==> config.mk <==
export PLATFORM = sky130hd
export DESIGN_NAME = xip_line_prefetcher
export DESIGN_NICKNAME = d
export VERILOG_FILES = /design/src/rtl/xip_pkg.sv /design/src/rtl/xip_line_prefetcher.sv
export SDC_FILE = /design/constraint.sdc
export NUM_CORES = 1
export LEC_CHECK = 0
export CAP_MARGIN = 30
export CELL_PAD_IN_SITES_DETAIL_PLACEMENT = 1
export CELL_PAD_IN_SITES_GLOBAL_PLACEMENT = 2
export CORE_MARGIN = 3
export CORE_UTILIZATION = 37
export CTS_BUF_LIST = sky130_fd_sc_hd__clkbuf_8
export DETAILED_ROUTE_END_ITERATION = 10
export PLACE_DENSITY = 0.9
export SETUP_SLACK_MARGIN = 0.3
export SLEW_MARGIN = 10
export SYNTH_ARGS = -nofsm -noshare
export SYNTH_HDL_FRONTEND = slang
export SYNTH_SLANG_ARGS = --single-unit
==> constraint.sdc <==
create_clock -name clk -period 3.07 [get_ports clk]
set_input_delay 0.614 -clock clk [delete_from_list [all_inputs] [get_ports clk]]
set_output_delay 0.614 -clock clk [all_outputs]
set_load 0.005 [all_outputs]
==> src/rtl/xip_pkg.sv <==
// xip_pkg: shared line geometry, prefetcher state encoding and line-address helpers
package xip_pkg;

    localparam int LINE_SIZE  = 128;
    localparam int ADDR_W     = 24;
    localparam int LINE_BYTES = LINE_SIZE / 8;
    localparam int OFS_W      = $clog2(LINE_BYTES);

    typedef enum logic [2:0] {
        IDLE     = 3'd0,
        DEMAND   = 3'd1,
        PREFETCH = 3'd2,
        PF_CLAIM = 3'd3,
        PF_DRAIN = 3'd4
    } state_t;

    function automatic logic [ADDR_W-1:0] line_of(input logic [ADDR_W-1:0] a);
        return {a[ADDR_W-1:OFS_W], {OFS_W{1'b0}}};
    endfunction

    // Wraps modulo the flash address space, so the last line is followed by line 0.
    function automatic logic [ADDR_W-1:0] line_nxt(input logic [ADDR_W-1:0] a);
        return line_of(a) + ADDR_W'(LINE_BYTES);
    endfunction

endpackage

==> src/rtl/xip_line_prefetcher.sv <==
// xip_line_prefetcher: serves XIP cache misses from flash and keeps the next sequential line
// in a one-line buffer so straight-line code misses complete in one cycle.
module xip_line_prefetcher
    import xip_pkg::*;
#(
    parameter bit PF_EN = 1'b1
) (
    input  logic                 clk,
    input  logic                 rst_n,
    input  logic                 req_rd,
    input  logic [ADDR_W-1:0]    req_addr,
    output logic                 req_done,
    output logic [LINE_SIZE-1:0] req_line,
    input  logic                 inv,
    output logic                 pf_hit,
    output logic                 fr_rd,
    output logic [ADDR_W-1:0]    fr_addr,
    input  logic                 fr_done,
    input  logic [LINE_SIZE-1:0] fr_line
);

    state_t                 state;
    logic                   done_q;
    logic                   rise;
    logic                   pf_valid;
    logic                   pf_kill;
    logic [LINE_SIZE-1:0]   pf_data;
    logic [ADDR_W-1:0]      pf_addr;
    logic [ADDR_W-1:0]      dr_addr;
    logic [ADDR_W-1:0]      req_la;
    logic                   buf_hit;
    logic                   fly_hit;

    assign rise    = fr_done & ~done_q;
    assign req_la  = line_of(req_addr);
    // inv in the same cycle as a request wins, so neither hit form may fire then
    assign buf_hit = req_rd & ~inv & pf_valid & (req_la == pf_addr);
    assign fly_hit = req_rd & ~inv & ~pf_kill & (req_la == fr_addr);

    always_ff @(posedge clk or negedge rst_n) begin
        if (!rst_n) begin
            state    <= IDLE;
            done_q   <= 1'b0;
            pf_valid <= 1'b0;
            pf_kill  <= 1'b0;
            pf_data  <= '0;
            pf_addr  <= '0;
            dr_addr  <= '0;
            req_done <= 1'b0;
            req_line <= '0;
            pf_hit   <= 1'b0;
            fr_rd    <= 1'b0;
            fr_addr  <= '0;
        end else begin
            done_q   <= fr_done;
            fr_rd    <= 1'b0;
            req_done <= 1'b0;
            pf_hit   <= 1'b0;
            if (inv) pf_valid <= 1'b0;
            case (state)
                IDLE: begin
                    if (req_rd) begin
                        pf_valid <= 1'b0;
                        if (buf_hit) begin
                            req_done <= 1'b1;
                            pf_hit   <= 1'b1;
                            req_line <= pf_data;
                            if (PF_EN) begin
                                fr_rd   <= 1'b1;
                                fr_addr <= line_nxt(req_addr);
                                state   <= PREFETCH;
                            end
                        end else begin
                            fr_rd   <= 1'b1;
                            fr_addr <= req_la;
                            state   <= DEMAND;
                        end
                    end
                end
                DEMAND, PF_CLAIM: begin
                    if (rise) begin
                        req_line <= fr_line;
                        req_done <= 1'b1;
                        if (PF_EN) begin
                            fr_rd   <= 1'b1;
                            fr_addr <= line_nxt(fr_addr);
                            state   <= PREFETCH;
                        end else begin
                            state   <= IDLE;
                        end
                    end
                end
                PREFETCH: begin
                    if (rise && req_rd) begin
                        // the landing line is treated as already buffered, then the request is judged
                        pf_valid <= 1'b0;
                        pf_kill  <= 1'b0;
                        fr_rd    <= 1'b1;
                        if (fly_hit) begin
                            req_done <= 1'b1;
                            pf_hit   <= 1'b1;
                            req_line <= fr_line;
                            fr_addr  <= line_nxt(fr_addr);
                        end else begin
                            fr_addr  <= req_la;
                            state    <= DEMAND;
                        end
                    end else if (rise) begin
                        pf_data  <= fr_line;
                        pf_addr  <= fr_addr;
                        pf_valid <= ~pf_kill & ~inv;
                        pf_kill  <= 1'b0;
                        state    <= IDLE;
                    end else if (req_rd) begin
                        pf_kill <= 1'b0;
                        if (fly_hit) begin
                            pf_hit <= 1'b1;
                            state  <= PF_CLAIM;
                        end else begin
                            dr_addr <= req_la;
                            state   <= PF_DRAIN;
                        end
                    end else if (inv) begin
                        pf_kill <= 1'b1;
                    end
                end
                PF_DRAIN: begin
                    if (rise) begin
                        fr_rd   <= 1'b1;
                        fr_addr <= dr_addr;
                        state   <= DEMAND;
                    end
                end
                default: state <= IDLE;
            endcase
        end
    end

endmodule

==> metrics list <==
- Height of the die: around 220 µm
* Number of register bits inferred by synthesis: 325
* Count of routing violations after the opening detailed-route iteration: 593
* Worst flop-to-flop path startpoint: fr_addr[9]
* Switch share: 0.333
- Relative to the synthesized area, the layout overhead comes to 37.4%.
- For the worst setup path, the data required time is about 3.6 ns.
- CTS Sinks: 325
- In this run, placement finished with an instance count of ~2,100.
- For this configuration, the core starts out at a cell density of 0.376.
- Depth of the CTS H-tree: 2
- In the synthesized netlist the async set-or-reset flop fraction comes to 1.00.
- Cell count after synthesis: 1,216
- Avg Synthesized Cell Area: 13.4 µm²
- Wire length of the first global-routing pass: 79,900 µm
* Vias/cell: 5.16
- Count of flip-flops with a built-in enable after synthesis: 0
- Area share of the largest cell type after synthesis: 0.500
- Of the available clock period, the critical path in the final layout requires 0.911.
- Post-Syn Area: between 0.015 and 0.02 mm²
- Hold Path Origin: fr_done
* Flip-flop cell with the highest count after synthesis: sky130_fd_sc_hd__dfrtp_1
* Fin Clk Skew: 0.0359 ns
- Largest fanout of any net on the critical path: 21
* Reg-to-Reg End: req_line[109]
- Part of the power in the clock network: 0.194
- Clock buffers created by TritonCTS: 58
- Biggest area contributors in the synthesized netlist: sky130_fd_sc_hd__dfrtp_1 (50%), sky130_fd_sc_hd__mux2_2 (22%), sky130_fd_sc_hd__mux2_4 (9.2%), sky130_fd_sc_hd__xnor2_1 (2.0%), sky130_fd_sc_hd__clkbuf_1 (1.4%)
- The initialized floorplan defines 76 standard-cell rows.
- Unrepaired setup endpoints after global routing: yes
* Clock tree root driver cell: sky130_fd_sc_hd__clkbuf_8
- Clock-pin slew of the registers on the worst-case setup and hold paths: about 0.06 ns
* Initial antenna violation count: 15
- By startpoint and endpoint, the worst setup path is classified as register to register.
- Pwr dens: 1020 mW/mm²
* Placer's final routability congestion estimate: 0.859
- Setup slack on the worst reg-to-reg path comes out at 0.27 ns.
- The die covers 0.0465 mm².
- In this run the tool buffered the top-level ports with roughly 300 buffer cells.
- Largest family of logic cells by synthesized area: multiplexers
- Fill cell instance count of the final layout: 4,350
- Final count of negative-setup-slack endpoints: 0
- Counting cells, the worst reg-to-reg path comes to 10.
- VDD IR max: 0.628 mV
* Routed wire length: 53,100 µm
- Total DRC errors in the routed layout: 0
- At the end of the flow the core is filled with cells to 0.517.
- Biggest area consumer among synthesized cells: sky130_fd_sc_hd__dfrtp_1
- Number of failing hold endpoints at the final stage: 0
- The share of the Yosys chip area taken by registers is 0.500.
- Total Power Consumption: 22.9 mW
- The detail route stage leaves a number of antenna-violating nets equal to 0.
* Type of the tightest min-delay check: primary input to register
- After the flow finishes, the layout carries non-filler instances totaling 2,266.
- Of the total synthesized cell area, the portion taken by full adders, half adders and majority gates is 0.00154.
- The detailed router placed 11,689 vias in this run.
* Switching power of the nets: 7.62 mW
- Global routing finished with a remaining overflow of 0.
- Of the cells placed in the final design, the portion with a size suffix greater than 1 is 0.415.
- Detailed placement HPWL: 35,200 µm
- Tightest slew margin relative to the limit: 0.474
* Highest attainable clock frequency: 0.358 GHz
* Commonest cells in the netlist: sky130_fd_sc_hd__dfrtp_1 (325), sky130_fd_sc_hd__mux2_2 (316), sky130_fd_sc_hd__mux2_4 (100), sky130_fd_sc_hd__clkbuf_1 (59), sky130_fd_sc_hd__nand2_1 (38)
- Placeable core area: 0.0433 mm²
- At the worst endpoint, the arrival time is between 3 and 4 ns.
- Mux share of post-synthesis cell area: 0.319
* Buffers from clock root to sink, at most: 3
- The max-slew violation total from the final report was 0.
- Yosys mapped the design onto 73 distinct sky130hd cell types.
- Launch point of the critical path: fr_addr[9]
- Transition at the pin with the smallest max-transition slack: 0.788 ns
- Complex-gate fraction of the synthesized area: 0.0441
* Share of power burned in combinational logic: 0.467
- Number of ports placed on the die boundary: 312
- The worst setup path is captured at a register.
- Area share of and/or/nand/nor cells after synthesis: 0.0640
- TritonCTS built the clock tree.
- Warnings from Yosys: 0
* Vias in the first global route: 13,292
* Nature of the critical path startpoint: register
- Termination of the worst setup path: req_line[109]
- Number of detailed-routing iterations run before antenna repair: 5
* Most instantiated library cell after synthesis: sky130_fd_sc_hd__dfrtp_1
* Detailed-route wire length per cell: approximately 23 µm
- Number of maximum-capacitance constraint violations: 0
- Xor/xnor share of the synthesized area: 0.0294
- Net count of the finished layout: ~1,800
- Internal power: about 15 mW
- Entering global routing, the biggest net connects 95 pins.
- Final WS setup: 0.273 ns
- Summed over all cells, the static leakage comes to 9.68 nW.
* Proportion of power drawn by flip-flops and latches: 0.340
- Setup Slack @ Placement: -0.501 ns
- Latest clock arrival within the worst-skew pair: 0.67 ns
* Total track usage: 0.220
- The run finished with clean final reports.
- The worst path needs 2.80 ns of the cycle, external delays included.
- Die boundary width: 216 µm
[routing by layer]
metal	vias to the layer above	wire length (µm)	track usage
met5	-	48	0
met4	8	1760	0.0815
met3	107	4150	0.0774
met2	342	26700	0.375
met1	6020	20400	0.257
li1	5212	-	-
[state kept, by name, summed over array words and instances (netlist names), 3 cells and up]
name	count
req_line	128
fr_addr	20
dr_addr	20
pf_addr	20
pf_data	128
state	3
[timing repair]
item	in CTS	in global routing
hold endpoints to repair	46	0
hold buffers	1	0
gates cloned	1	3
pin swaps	3	4
endpoints found under the setup margin	79	142
resized for setup	14	34
setup buffers	2	4
[worst max-delay path, stage by stage, from the launching register on]
cell                       delay (ns)
sky130_fd_sc_hd__dfrtp_1         0.42
sky130_fd_sc_hd__xnor2_2         0.21
sky130_fd_sc_hd__buf_4           0.15
sky130_fd_sc_hd__nand3b_1        0.09
sky130_fd_sc_hd__or4_4           0.55
sky130_fd_sc_hd__nor3_4          0.14
sky130_fd_sc_hd__o21ai_2         0.10
sky130_fd_sc_hd__a21oi_4         0.23
sky130_fd_sc_hd__buf_12          0.21
sky130_fd_sc_hd__buf_12          0.22
sky130_fd_sc_hd__mux2_4          0.32
[power by group through the flow]
stage	combinational [mW]	sequential [mW]	clock (mW)
final	10.7	7.76	4.43
after detailed placement	10.3	7.71	0
after global placement	9.95	7.54	0
after global routing	11.4	8.00	4.79
after floorplan	5.91	7.43	0
after CTS	10.5	7.75	4.57
[final cells by class]
class	instances	area, µm²	area share
clock buffers	77	1060	0.0474
well taps	585	732	0.0327
multi-input cells	783	7690	0.344
repair buffers	449	4480	0.201
flip-flops and latches	325	8130	0.364
inverters	7	26.3	0.00118
diodes	9	22.5	0.00101
clock inverters	31	213	0.00951
[metrics by stage]
stage	TNS (ns)	instance area, µm²	hold WS, ns
2_1_floorplan	0	16400	0.318
3_3_place_gp	-62.72	20700	0.480
3_5_place_dp	-68.24	20700	0.490
4_1_cts	0	22100	0.393
5_1_grt	0	22400	0.415
6_report	0	22400	0.474
[how the worst min path moves through the flow]
stage / end / depth (start not counted)
2_1_floorplan: done_q / 0
5_1_grt: done_q / 1
3_3_place_gp: pf_data[101] / 1
4_1_cts: done_q / 1
6_report: done_q / 1
3_5_place_dp: pf_data[20] / 1
[logic make-up after synthesis]
group	Yosys count
AOI/OAI and AO/OA	109
xor gates and xnor gates	52
adders and majority gates	2
buffers and inverters	111
DFF	325
muxes	428
other	1
and+or+nand+nor	188
[placed cells by master (no fill, tap or decap), types with 4 or more instances in the layout]
cell type and count:
sky130_fd_sc_hd__a211oi_1 5, sky130_fd_sc_hd__a21oi_1 21, sky130_fd_sc_hd__a221oi_1 4, sky130_fd_sc_hd__a31oi_1 8
sky130_fd_sc_hd__and3_1 8, sky130_fd_sc_hd__and4_1 7, sky130_fd_sc_hd__buf_12 15, sky130_fd_sc_hd__buf_16 4
sky130_fd_sc_hd__buf_4 117, sky130_fd_sc_hd__buf_6 4, sky130_fd_sc_hd__clkbuf_8 77, sky130_fd_sc_hd__clkdlybuf4s50_1 296
sky130_fd_sc_hd__clkinv_2 6, sky130_fd_sc_hd__conb_1 4, sky130_fd_sc_hd__dfrtp_1 325, sky130_fd_sc_hd__diode_2 9
sky130_fd_sc_hd__dlygate4sd2_1 5, sky130_fd_sc_hd__inv_1 26, sky130_fd_sc_hd__mux2_2 312, sky130_fd_sc_hd__mux2_4 113
sky130_fd_sc_hd__nand2_1 38, sky130_fd_sc_hd__nand2b_1 8, sky130_fd_sc_hd__nand3_1 19, sky130_fd_sc_hd__nand4_1 25
sky130_fd_sc_hd__nor2_1 31, sky130_fd_sc_hd__nor2b_1 6, sky130_fd_sc_hd__nor3_1 14, sky130_fd_sc_hd__o211ai_1 6
sky130_fd_sc_hd__o21a_1 4, sky130_fd_sc_hd__o21ai_0 24, sky130_fd_sc_hd__o21ai_1 7, sky130_fd_sc_hd__xnor2_1 25
sky130_fd_sc_hd__xnor2_2 15, sky130_fd_sc_hd__xor2_1 12
(Power assumes the default switching activity.)
